`src/rtl/ram_stream_reader_if.sv`:
```
// Command, RAM read port and byte stream bundle for ram_stream_reader.
// Carries o_last only when RAM_READER_LAST_EN is defined.
interface ram_stream_reader_if #(
  parameter int unsigned ADDR_W = 10,
  parameter int unsigned DATA_W = 8
);
  logic              i_start;
  logic [ADDR_W-1:0] i_base;
  logic [ADDR_W:0]   i_len;
  logic [ADDR_W-1:0] o_raddr;
  logic [DATA_W-1:0] i_rdata;
  logic              o_valid;
  logic [DATA_W-1:0] o_data;
  logic              i_ready;
`ifdef RAM_READER_LAST_EN
  logic              o_last;
`endif
  logic              o_busy;
  logic              o_done;

`ifdef RAM_READER_LAST_EN
  modport master (
    input  i_start, i_base, i_len, i_rdata, i_ready,
    output o_raddr, o_valid, o_data, o_last, o_busy, o_done
  );
  modport slave (
    output i_start, i_base, i_len, i_rdata, i_ready,
    input  o_raddr, o_valid, o_data, o_last, o_busy, o_done
  );
`else
  modport master (
    input  i_start, i_base, i_len, i_rdata, i_ready,
    output o_raddr, o_valid, o_data, o_busy, o_done
  );
  modport slave (
    output i_start, i_base, i_len, i_rdata, i_ready,
    input  o_raddr, o_valid, o_data, o_busy, o_done
  );
`endif
endinterface

```
`src/rtl/ram_stream_reader.sv`:
```
// Streams a byte range out of a registered-read RAM through a 2-entry skid buffer.
// Optional o_last marker is built only when RAM_READER_LAST_EN is defined.
module ram_stream_reader #(
  parameter int unsigned ADDR_W = 10,
  parameter int unsigned DATA_W = 8
) (
  input logic                 clk,
  input logic                 rst,
  ram_stream_reader_if.master bus
);

  typedef enum logic [1:0] {StIdle, StRun, StDrain, StDone} state_e;

  localparam logic [ADDR_W-1:0] AddrOne = {{(ADDR_W-1){1'b0}}, 1'b1};
  localparam logic [ADDR_W:0]   LenOne  = {{ADDR_W{1'b0}}, 1'b1};

  state_e            state_q;
  logic [ADDR_W-1:0] addr_q;
  logic [ADDR_W-1:0] raddr_q;
  logic [ADDR_W:0]   rem_q;
  logic              issued_q;  // o_raddr holds a fresh address this cycle
  logic              arrive_q;  // i_rdata holds a requested byte this cycle
  logic              busy_q;
  logic              done_q;
  logic [DATA_W-1:0] fifo_q [2];
  logic              wr_ptr_q;
  logic              rd_ptr_q;
  logic [1:0]        occ_q;
  logic [1:0]        occ_d;
`ifdef RAM_READER_LAST_EN
  logic [ADDR_W:0]   left_q;
`endif

  logic              valid;
  logic [DATA_W-1:0] data;
  logic              hs;
  logic              push;
  logic              pop;
  logic              issue;
  logic [2:0]        pending;

  always_comb begin
    valid = (occ_q != 2'd0) || arrive_q;
    // An arriving byte is presented directly when the buffer is empty.
    if (occ_q != 2'd0) begin
      data = fifo_q[rd_ptr_q];
    end else if (arrive_q) begin
      data = bus.i_rdata;
    end else begin
      data = '0;
    end
    hs      = valid && bus.i_ready;
    pop     = hs && (occ_q != 2'd0);
    push    = arrive_q && ((occ_q != 2'd0) || !hs);
    occ_d   = occ_q + {1'b0, push} - {1'b0, pop};
    pending = {1'b0, occ_q} + {2'b0, arrive_q} + {2'b0, issued_q};
    issue   = (state_q == StRun) && (rem_q != '0) && (pending < (3'd2 + {2'b0, hs}));
  end

  always_ff @(posedge clk or posedge rst) begin
    if (rst) begin
      state_q   <= StIdle;
      addr_q    <= '0;
      raddr_q   <= '0;
      rem_q     <= '0;
      issued_q  <= 1'b0;
      arrive_q  <= 1'b0;
      busy_q    <= 1'b0;
      done_q    <= 1'b0;
      fifo_q[0] <= '0;
      fifo_q[1] <= '0;
      wr_ptr_q  <= 1'b0;
      rd_ptr_q  <= 1'b0;
      occ_q     <= 2'd0;
`ifdef RAM_READER_LAST_EN
      left_q    <= '0;
`endif
    end else begin
      arrive_q <= issued_q;
      issued_q <= 1'b0;
      done_q   <= 1'b0;
      occ_q    <= occ_d;
      if (pop) begin
        rd_ptr_q <= ~rd_ptr_q;
      end
      if (push) begin
        fifo_q[wr_ptr_q] <= bus.i_rdata;
        wr_ptr_q         <= ~wr_ptr_q;
      end
`ifdef RAM_READER_LAST_EN
      if (hs) begin
        left_q <= left_q - LenOne;
      end
`endif
      unique case (state_q)
        StIdle: begin
          if (bus.i_start) begin
            if (bus.i_len == '0) begin
              state_q <= StDone;
              done_q  <= 1'b1;
            end else begin
              // First read goes out with the command itself.
              raddr_q  <= bus.i_base;
              addr_q   <= bus.i_base + AddrOne;
              rem_q    <= bus.i_len - LenOne;
              issued_q <= 1'b1;
              busy_q   <= 1'b1;
              state_q  <= (bus.i_len == LenOne) ? StDrain : StRun;
`ifdef RAM_READER_LAST_EN
              left_q   <= bus.i_len;
`endif
            end
          end
        end
        StRun: begin
          if (issue) begin
            raddr_q  <= addr_q;
            addr_q   <= addr_q + AddrOne;
            rem_q    <= rem_q - LenOne;
            issued_q <= 1'b1;
            if (rem_q == LenOne) begin
              state_q <= StDrain;
            end
          end
        end
        StDrain: begin
          if ((occ_d == 2'd0) && !issued_q) begin
            state_q <= StDone;
            busy_q  <= 1'b0;
            done_q  <= 1'b1;
          end
        end
        StDone: begin
          state_q <= StIdle;
        end
        default: begin
          state_q <= StIdle;
        end
      endcase
    end
  end

  assign bus.o_raddr = raddr_q;
  assign bus.o_valid = valid;
  assign bus.o_data  = data;
  assign bus.o_busy  = busy_q;
  assign bus.o_done  = done_q;
`ifdef RAM_READER_LAST_EN
  assign bus.o_last  = valid && (left_q == LenOne);
`endif

endmodule

```
`src/flat_wrapper.sv`:
```
// flat-port wrapper written by rule: the top's interface ports become plain ports
module ram_stream_reader_flat 
#(
  parameter int unsigned ADDR_W = 10,
  parameter int unsigned DATA_W = 8
)
  (clk, rst, bus_i_start, bus_i_base, bus_i_len, bus_i_rdata, bus_i_ready, bus_o_raddr, bus_o_valid, bus_o_data, bus_o_busy, bus_o_done);
  ram_stream_reader_if #(.ADDR_W(ADDR_W), .DATA_W(DATA_W)) bus_i ();
  input logic clk;
  input logic rst;
  input wire logic [$bits(bus_i.i_start)-1:0] bus_i_start;
  input wire logic [$bits(bus_i.i_base)-1:0] bus_i_base;
  input wire logic [$bits(bus_i.i_len)-1:0] bus_i_len;
  input wire logic [$bits(bus_i.i_rdata)-1:0] bus_i_rdata;
  input wire logic [$bits(bus_i.i_ready)-1:0] bus_i_ready;
  output wire logic [$bits(bus_i.o_raddr)-1:0] bus_o_raddr;
  output wire logic [$bits(bus_i.o_valid)-1:0] bus_o_valid;
  output wire logic [$bits(bus_i.o_data)-1:0] bus_o_data;
  output wire logic [$bits(bus_i.o_busy)-1:0] bus_o_busy;
  output wire logic [$bits(bus_i.o_done)-1:0] bus_o_done;
  assign bus_i.i_start = bus_i_start;
  assign bus_i.i_base = bus_i_base;
  assign bus_i.i_len = bus_i_len;
  assign bus_i.i_rdata = bus_i_rdata;
  assign bus_i.i_ready = bus_i_ready;
  assign bus_o_raddr = bus_i.o_raddr;
  assign bus_o_valid = bus_i.o_valid;
  assign bus_o_data = bus_i.o_data;
  assign bus_o_busy = bus_i.o_busy;
  assign bus_o_done = bus_i.o_done;
  ram_stream_reader #(.ADDR_W(ADDR_W), .DATA_W(DATA_W)) u_core (.clk(clk), .rst(rst), .bus(bus_i));
endmodule
```
`config.mk`:
```
export PLATFORM = sky130hd
export DESIGN_NAME = ram_stream_reader_flat
export DESIGN_NICKNAME = d
export VERILOG_FILES = /design/src/rtl/ram_stream_reader_if.sv /design/src/rtl/ram_stream_reader.sv /design/src/flat_wrapper.sv
export SDC_FILE = /design/constraint.sdc
export NUM_CORES = 1
export LEC_CHECK = 0
export CAP_MARGIN = 5
export CORE_ASPECT_RATIO = 0.6
export CORE_MARGIN = 2
export CORE_UTILIZATION = 40
export CTS_CLUSTER_DIAMETER = 30
export DETAILED_ROUTE_END_ITERATION = 8
export GPL_TIMING_DRIVEN = 0
export PLACE_DENSITY = 0.7
export SYNTH_ARGS = -nofsm -noshare
export SYNTH_HDL_FRONTEND = slang
export SYNTH_SLANG_ARGS = --single-unit
```
`constraint.sdc`:
```
create_clock -name clk -period 5.7 [get_ports clk]
set_clock_uncertainty 0.1 [all_clocks]
set_input_delay 0.855 -clock clk [delete_from_list [all_inputs] [get_ports clk]]
set_output_delay 0.855 -clock clk [all_outputs]
set_load 0.01 [all_outputs]
```
## Word-level counts from Yosys, hierarchy flattened

Index checks and enable logic that the tools add are counted.

| storage, ports and cells | value |
|---|---|
| output and inout port bits | 21 |
| register bits | 57 |

| cells by class | value |
|---|---|
| muxes and demuxes | 39 |
| eq/ne operators | 10 |
| add/subtract/negate cells | 9 |
| bitwise logic cells | 4 |
| reduce and logical (&&, ||, !) cells | 21 |
| magnitude comparators | 4 |

Operators with widths:

| operator | count |
|---|---|
| 2-to-1 mux 10 bit | 6 |
| 2-to-1 mux 8 bit | 6 |
| one-hot mux 10 bit (2 select lines) | 2 |
| 2-to-1 mux 11 bit | 3 |
| equality test 11 x 1 -> 1 bit, second input constant | 2 |
| one-hot mux 11 bit (2 select lines) | 1 |
| subtractor 11 x 1 -> 11 bit, second input constant | 2 |
| adder 10 x 1 -> 10 bit, second input constant | 2 |
| bitwise mux 16 bit | 1 |
| 2-to-1 mux 2 bit | 6 |
| AND reduction 4 bit | 3 |
| zero test 11 bit | 1 |
| nonzero test 11 bit | 1 |
| 2-to-1 mux 1 bit | 9 |
| demux 8 bit (select 1 bit) | 1 |
| one-hot mux 2 bit (4 select lines) | 1 |
| logical AND 1 bit | 7 |
| != test 2 bit, second input constant | 3 |
| one-hot mux 1 bit (2 select lines) | 3 |
| nonzero test 2 bit | 3 |
| equality test 2 bit, second input constant | 2 |
| greater-or-equal comparator 2 bit, second input constant | 2 |
| zero test 2 bit | 2 |
| != test 2 x 1 -> 1 bit, second input constant | 2 |
| other kinds (12) | 16 |

## Logic depth before layout (Yosys ltp)

Gate-level depths: netlist of the first run.

| logic depth | value |
|---|---|
| depth after elaboration | 12 |
| depth in mapped cells | 13 |

## Worst setup path after synthesis of the first run

OpenSTA, ideal clock, no wires.

| timing path | value |
|---|---|
| kind | input port to flip-flop |
| start point | input bus_i_ready |
| end point | register u_core.state_q[1] |
| arrival | 2813 ps |
| stages on the path | 8 |
| library setup time | 125 ps |
| setup slack | 2662 ps |
| path buffers | 0 |
| path through | nor2b_1 -> ha_1 -> nand2b_1 -> and2_1 -> or3_1 -> a211oi_1 -> o221a_2 -> mux2_2 |

| between the ends | value |
|---|---|
| word-level cells in the longest chain between the ends | 10 |

RTL lines:

| what | RTL line | text |
|---|---|---|
| start, declared | flat_wrapper.sv:15 | `input wire logic [$bits(bus_i.i_ready)-1:0] bus_i_ready;` |
| logical AND 1 bit (*) | ram_stream_reader.sv:52 | `hs = valid && bus.i_ready;` |
| zero test 1 bit | ram_stream_reader.sv:54 | `push = arrive_q && ((occ_q != 2'd0) \|\| !hs);` |
| logical OR 1 bit | ram_stream_reader.sv:54 |  |
| logical AND 1 bit | ram_stream_reader.sv:54 |  |
| adder 2 x 1 -> 2 bit | ram_stream_reader.sv:55 | `occ_d = occ_q + {1'b0, push} - {1'b0, pop};` |
| subtractor 2 x 1 -> 2 bit | ram_stream_reader.sv:55 |  |
| zero test 2 bit | ram_stream_reader.sv:127 | `if ((occ_d == 2'd0) && !issued_q) begin` |
| logical AND 1 bit | ram_stream_reader.sv:127 |  |
| != test 2 x 1 -> 1 bit (no line) | -- |  |
| AND reduction 4 bit (no line) (*) | -- |  |
| end signal, assigned | ram_stream_reader.sv:128 | `state_q <= StDone;` |
| end signal, assigned | ram_stream_reader.sv:134 | `state_q <= StIdle;` |
| end signal, assigned | ram_stream_reader.sv:137 | `state_q <= StIdle;` |
| end, declared | ram_stream_reader.sv:17 | `state_e state_q;` |

Every way passes the cells marked *; elsewhere a longest branch is shown, timed or not.
A chain may end at the register's enable or synchronous reset.

## Worst setup path after layout of the first run

| timing path | value |
|---|---|
| start point | input bus_i_ready |
| end point | register u_core.state_q[1] |

RTL lines:

| what | RTL line | text |
|---|---|---|
| logical AND 1 bit | ram_stream_reader.sv:52 |  |
| logical AND 1 bit | ram_stream_reader.sv:53 | `pop = hs && (occ_q != 2'd0);` |
| named net u_core.pop | ram_stream_reader.sv:38 | `logic pop;` |
| subtractor 2 x 1 -> 2 bit | ram_stream_reader.sv:55 |  |
| zero test 2 bit | ram_stream_reader.sv:127 |  |
| logical AND 1 bit | ram_stream_reader.sv:127 |  |
| != test 2 x 1 -> 1 bit (no line) | -- |  |
| AND reduction 4 bit (no line) | -- |  |

The timed path passes the listed nets, and every way through them passes these cells.

==> reports/qor.csv, run 1 <==
stage,metric,value,unit
outcome,status,completed,
worst_setup_path,start_kind,input port,
synthesis,synth_edf_count,0,
worst_setup_path,critical_path_class,input port to flop,
timing,tns,0,ns
place,port_buffers,53,
pwr,pwr-share-seq,0.277,
pwr,power.total,2.797,mW
global_route,grt_first_pass_wirelength,15670,um
worst_setup_path,reg2reg_depth,13,
finish,register_area,1426,um2
floorplanning,dieArea,9538,um2
floorplanning,io_pins,54,
route,post_drt_wl_per_cell,17.28,um
route,wl_met3,609,um
pwr,pwr_density_cell,623.1,nW/um2
synthesis,synth_ff_type,dfrtp_1,
place,place.detailed.hpwl,6997,um
synthesis,syn_inst,374,
finish,nNetsFinal,484,
route,first_pass_iters,4,
synthesis,synth_cell_type_count,49,
finish,fillers,743,
route,post-route-drc-count,0,
worst_setup_path,crit-reg2reg-capture,u_core.addr_q[8]$_DFFE_PP0P_,
timing,worst_slack,2.047,ns
synthesis,yosys-top-cells-area,"dfrtp_1 (41%), mux2_2 (6.1%), mux2i_1 (5.1%), ha_1 (3.9%), nand2_1 (3.8%)",
route,vias,3201,
synthesis,netlist.area_leader.share,0.4076,
clock_tree,clk_pin_slew,0.05,ns
route,met1_length,4952,um
worst_setup_path,crit_required,5.81,ns
clock_tree,cts_setup_buffers,0,
finish,multi_input_area,1949,um2
timing,period_share,0.6409,
timing,relSlewSlack,0.4717,
job,max_cap_violations,0,
timing,finalCriticalPeriod,3.653,ns
worst_setup_path,r2r_slack,2.19,ns
route,wl_met2,3920,um
worst_setup_path,end_kind,flop,
timing,holdWs,0.3451,ns
hold_path,hold_class,flop to flop,
finish,final_cells,554,
clock_tree,clock_latency,0.33,ns
hold_path,hp-start,u_core.issued_q$_DFF_PP0_,
worst_setup_path,cp_data_arrival_time,3.77,ns
finish,drive_gt1_frac,0.1109,
finish,antenna_cells,0,
place,place_area,4190,um2
timing,fmax,0.2737,GHz
timing,final-setup-viol-count,0,
finish,layout.cells.most_common,dfrtp_1,
finish,area_growth,28.28,%
pwr,switchingPower,1.149,mW
pwr,power_leakage,1.832,nW
route,drt-initial-drc-count,250,
synthesis,syn_area_per_cell,9.357,um2
route,via_per_inst,5.778,
clock_tree,cts_sinks,57,
clock_tree,cts_made_buffers,9,
synthesis,synth-seq-cells,57,
route,detail-route-antenna-nets,0,
synthesis,synth_seq_area_share,0.4076,
floorplanning,die_h,76.45,um
synthesis,synth_fp_nets,419,
timing,hold_viol_final,0,
floorplanning,initial_utilization,0.4122,
synthesis,async_flop_share,1.000,
finish,final_cell_mix,"dfrtp_1 (57), clkdlybuf4s50_1 (53), nand2_1 (35)",
timing,tightest_slew,0.7895,ns
global_route,grt.total_usage,0.2065,
floorplanning,placementRows,26,
finish,final_util,0.5287,
timing,slew_viol_final,0,
timing,rsz0062_at_grt,no,
synthesis,synth_top_cell_by_area,dfrtp_1,
hold_path,min_path_cells,0,
pwr,p_clk_frac,0.200,
global_route,grt_max_degree,30,
pwr,intPower,1.648,mW
floorplanning,core_area,8491,um2
place,place_congestion,0.8805,
clock_tree,h-tree-depth,3,
place,pre_cts_ws,1.778,ns
clock_tree,hold_buffers,0,
route,top_layer,met4,
route,finalWirelength,9575,um
synthesis,synth_warnings,0,
pwr,ir_worst_vdd,0.2398,mV
finish,stdcell_area,4489,um2
place,placed_cells,540,
global_route,grt_pass1_vias,2964,
synthesis,synth_area,3500,um2
clock_tree,cts_tree,yes,
global_route,grt_overflow,0,
clock_tree,cts_buffer_depth,2,
pwr,p_sw_frac,0.4107,
hold_path,min_to,u_core.arrive_q$_DFF_PP0_,
floorplanning,die_x,124.8,um
pwr,combPwrFrac,0.524,
worst_setup_path,worstPathMaxFanout,4,
clock_tree,cts_resized,0,
global_route,grt_antenna_before_repair,0,
worst_setup_path,regToRegStartpoint,u_core.state_q[1]$_DFFE_PP0P_,
clock_tree,root_buffer,clkbuf_16,
## metal layers
layer,vias up,track usage
met2,103,0.2863
met4,0,0.05955
li1,1503,-
met1,1585,0.3161
met5,-,0
met3,10,0.04916
## power groups by stage
| stage | combinational (mW) | sequential, mW | clock, mW |
|---|---|---|---|
| after global placement | 1.40 | 0.761 | 0 |
| after floorplan | 0.959 | 0.748 | 0 |
| after CTS | 1.46 | 0.770 | 0.564 |
| after global routing | 1.61 | 0.804 | 0.587 |
| after detailed placement | 1.45 | 0.772 | 0 |
| final | 1.46 | 0.774 | 0.558 |
## state kept, by name, summed over array words and instances (netlist names)
name                flops
u_core.fifo_q          16
u_core.rem_q           11
u_core.addr_q          10
u_core.bus.o_raddr     10
u_core.occ_q            2
u_core.state_q          2
u_core.arrive_q         1
u_core.bus.o_busy       1
u_core.bus.o_done       1
u_core.issued_q         1
u_core.rd_ptr_q         1
u_core.wr_ptr_q         1
## cells by family after synthesis
group	synth area share
muxes	0.1126
and+or+nand+nor	0.2038
AOI/OAI and AO/OA	0.1655
buffers and inverters	0.03540
DFF	0.4076
xor gates and xnor gates	0.03003
adders and majority gates	0.04505
## layout make-up
class | instances | share of cell area
clock buffers | 10 | 0.05100
clock inverters | 4 | 0.01561
plain buffers | 16 | 0.01672
multi-input cells | 288 | 0.4342
inverters | 13 | 0.01087
well taps | 112 | 0.03122
repair buffers | 54 | 0.1226
flip-flops and latches | 57 | 0.3177
## Yosys cell counts, types with 6 or more instances
cell and number:
dfrtp_1 57, nand2_1 35, nor2_1 26, o21ai_0 25
nand3_1 22, a21oi_1 20, mux2_2 19, mux2i_1 18
inv_1 13, ha_1 11, nor3_1 10, clkbuf_1 9
nand2b_1 9, nor2b_1 9, xor2_1 9, buf_2 6
nand4_1 6, o211ai_1 6
## critical path, cell delays in order
cell             delay [ns]
clkdlybuf4s50_1        0.53
nor2b_1                0.23
ha_1                   0.28
nand2b_1               0.17
a211oi_1               0.28
o21ai_0                0.19
a211oi_1               0.55
o221a_2                0.35
mux2_2                 0.34
## how the worst max path moves through the flow
stage	slack [ns]	startpoint	cells after the start	endpoint
after floorplan	2.66	bus_i_ready	8	u_core.state_q[1]$_DFFE_PP0P_
after global placement	1.81	bus_i_ready	9	u_core.state_q[1]$_DFFE_PP0P_
after detailed placement	1.78	bus_i_ready	9	u_core.state_q[1]$_DFFE_PP0P_
after CTS	2.10	bus_i_ready	9	u_core.state_q[1]$_DFFE_PP0P_
after global routing	1.89	bus_i_ready	9	u_core.state_q[1]$_DFFE_PP0P_
final	2.05	bus_i_ready	9	u_core.state_q[1]$_DFFE_PP0P_
No activity file was read; power rests on OpenSTA's default activity.
==> run 2: changes to the inputs <==
==> constraint.sdc (replaced) <==
create_clock -name clk -period 3.4 [get_ports clk]
set_clock_uncertainty 0.1 [all_clocks]
set_input_delay 0.51 -clock clk [delete_from_list [all_inputs] [get_ports clk]]
set_output_delay 0.51 -clock clk [all_outputs]
set_load 0.01 [all_outputs]
==> reports/qor.csv, run 2 (synthesized netlist as in run 1, its figures left out) <==
stage,metric,value,unit,change
finish,final_cells,554,,unchanged
global_route,grt_first_pass_wirelength,15660,um,was 15670 um
finish,drive_gt1_frac,0.1222,,was 0.1109
route,post_drt_wl_per_cell,17.27,um,was 17.28 um
clock_tree,cts_tree,yes,,unchanged
timing,slew_viol_final,0,,unchanged
pwr,ir_worst_vdd,0.3754,mV,was 0.2398 mV
timing,final-setup-viol-count,0,,unchanged
route,via_per_inst,5.773,,was 5.778
job,max_cap_violations,0,,unchanged
floorplanning,die_h,76.45,um,unchanged
worst_setup_path,worstPathMaxFanout,10,,was 4
floorplanning,placementRows,26,,unchanged
timing,relSlewSlack,0.5028,,was 0.4717
clock_tree,clock_latency,0.33,ns,about the same
clock_tree,clk_pin_slew,0.05,ns,about the same
clock_tree,cts_made_buffers,9,,unchanged
route,vias,3198,,was 3201
finish,reg.largest.list,"u_core.fifo_q x16, u_core.rem_q x11",,unchanged
place,place_congestion,0.8805,,unchanged
worst_setup_path,start_kind,flop,,was input port
clock_tree,cts_sinks,57,,unchanged
timing,period_share,0.9348,,
worst_setup_path,endpoint,u_core.addr_q[8]$_DFFE_PP0P_,,was u_core.state_q[1]$_DFFE_PP0P_
timing,tightest_slew,0.7431,ns,was 0.7895 ns
timing,holdWs,0.3623,ns,was 0.3451 ns
route,finalWirelength,9569,um,was 9575 um
global_route,grt_max_degree,30,,unchanged
floorplanning,io_pins,54,,unchanged
finish,largest_register_ffs,16,,unchanged
finish,antenna_cells,0,,unchanged
hold_path,hold_class,flop to flop,,unchanged
outcome,status,completed,,unchanged
global_route,grt_pass1_vias,2955,,was 2964
finish,nNetsFinal,484,,unchanged
global_route,grt_overflow,0,,unchanged
timing,hold_viol_final,0,,unchanged
timing,finalCriticalPeriod,3.178,ns,
place,port_buffers,53,,unchanged
worst_setup_path,reg2reg_depth,13,,unchanged
timing,fmax,0.3146,GHz,
floorplanning,initial_utilization,0.4122,,unchanged
worst_setup_path,startpoint,u_core.state_q[1]$_DFFE_PP0P_,,was bus_i_ready
clock_tree,cts_buffer_depth,2,,unchanged
finish,final_cell_mix,"dfrtp_1 (57), clkdlybuf4s50_1 (53), nand2_1 (35)",,unchanged
worst_setup_path,crit_required,3.49,ns,was 5.81 ns
finish,regMostFlops,u_core.fifo_q,,unchanged
pwr,power_leakage,1.840,nW,was 1.832 nW
worst_setup_path,cp_data_arrival_time,3.27,ns,was 3.77 ns
floorplanning,die_x,124.8,um,unchanged
global_route,grt.total_usage,0.2062,,was 0.2065
route,drt-initial-drc-count,288,,was 250
worst_setup_path,regToRegStartpoint,u_core.state_q[1]$_DFFE_PP0P_,,unchanged
clock_tree,h-tree-depth,3,,unchanged
worst_setup_path,crit-reg2reg-capture,u_core.addr_q[8]$_DFFE_PP0P_,,unchanged
timing,rsz0062_at_grt,no,,unchanged
worst_setup_path,end_kind,flop,,unchanged
place,place.detailed.hpwl,6997,um,unchanged
route,post-route-drc-count,0,,unchanged
route,detail-route-antenna-nets,0,,unchanged
finish,layout.cells.most_common,dfrtp_1,,unchanged
floorplanning,dieArea,9538,um2,unchanged
clock_tree,root_buffer,clkbuf_16,,unchanged
floorplanning,core_area,8491,um2,unchanged
pwr,pwr_density_cell,1043,nW/um2,was 623.1 nW/um2
route,first_pass_iters,5,,was 4
clock_tree,hold_buffers,0,,unchanged
finish,area_growth,28.85,%,was 28.28%
worst_setup_path,critical_path_class,flop to flop,,was input port to flop
global_route,grt_antenna_before_repair,0,,unchanged
place,placed_cells,540,,unchanged
worst_setup_path,r2r_slack,0.22,ns,was 2.19 ns
==> run 2: cell types whose count changed in the layout (fill, tap and decap cells not counted) <==
cell / delta
clkbuf_1: -2
a211oi_2: +1
nor2_4: +1
a22oi_1: -1
a22oi_2: +1
clkbuf_2: +2
a211oi_1: -1
nor2_1: -1
==> run 2: how the worst min path moves through the flow <==
stage,from,endpoint,cells after the start
after floorplan,u_core.issued_q$_DFF_PP0_,u_core.arrive_q$_DFF_PP0_,0
after CTS,u_core.issued_q$_DFF_PP0_,u_core.arrive_q$_DFF_PP0_,0
after global routing,u_core.issued_q$_DFF_PP0_,u_core.arrive_q$_DFF_PP0_,0
final,u_core.issued_q$_DFF_PP0_,u_core.arrive_q$_DFF_PP0_,0
after detailed placement,u_core.issued_q$_DFF_PP0_,u_core.arrive_q$_DFF_PP0_,0
after global placement,u_core.issued_q$_DFF_PP0_,u_core.arrive_q$_DFF_PP0_,0
==> run 2: per-stage QoR <==
step	setup WS [ns]	utilization	TNS, ns	instance area, um2	power, mW
2_1_floorplan	0.5261	-	0	3500	2.861
3_3_place_gp	-0.1421	0.4912	-0.1421	4170	3.622
3_5_place_dp	-0.1771	0.4935	-0.2159	4190	3.722
4_1_cts	0.1158	0.5296	0	4497	4.691
5_1_grt	0.01989	0.5311	0	4509	5.051
6_report	0.2216	0.5311	0	4509	4.705
==> run 2: layer usage <==
layer / global-route usage / part of all wire
met3: 0.04705 / 0.069
met2: 0.2874 / 0.41
met1: 0.3161 / 0.51
met5: 0 / 0
met4: 0.05843 / 0.011
==> run 2: power breakdown <==
| group | switching [mW] | internal [mW] | total, mW |
|---|---|---|---|
| clock | 0.303 | 0.629 | 0.932 |
| combinational | 1.35 | 1.12 | 2.47 |
| sequential | 0.279 | 1.03 | 1.30 |
==> run 2: area by class of cell <==
type	count	area, um2
multi-input combinational	288	1967
tap	112	140.1
fill	742	3981
timing repair buffer	54	550.5
clock buffer	10	229.0
clock inverter	4	70.07
buffer	16	77.57
sequential	57	1426
inverter	13	48.80
==> run 2: timing repair <==
action / CTS / global route
gates resized for setup: 3 / 3
pin swaps: 0 / 0
buffers inserted: 0 / 0
endpoints found under the setup margin: 2 / 11
==> run 2: critical path: stages, from the launching register on <==
cell	delay [ns]
dfrtp_1	0.38
inv_1	0.08
ha_1	0.16
buf_2	0.23
buf_2	0.24
clkbuf_2	0.29
mux2_2	0.22
ha_1	0.22
nand4_1	0.20
a22oi_2	0.35
nand2_1	0.19
mux2i_1	0.15
a21oi_1	0.17
a21oi_1	0.05
==> run 3: changes to the inputs <==
--- a/config.mk
+++ b/config.mk
@@ -9,7 +9,7 @@
 export CORE_ASPECT_RATIO = 0.6
 export CORE_MARGIN = 2
 export CORE_UTILIZATION = 40
-export CTS_CLUSTER_DIAMETER = 30
+export CTS_CLUSTER_DIAMETER = 200
 export DETAILED_ROUTE_END_ITERATION = 8
 export GPL_TIMING_DRIVEN = 0
 export PLACE_DENSITY = 0.7
==> results of run 3 <==
Same layout as run 2: the final DEF is identical, and so are final timing and power.
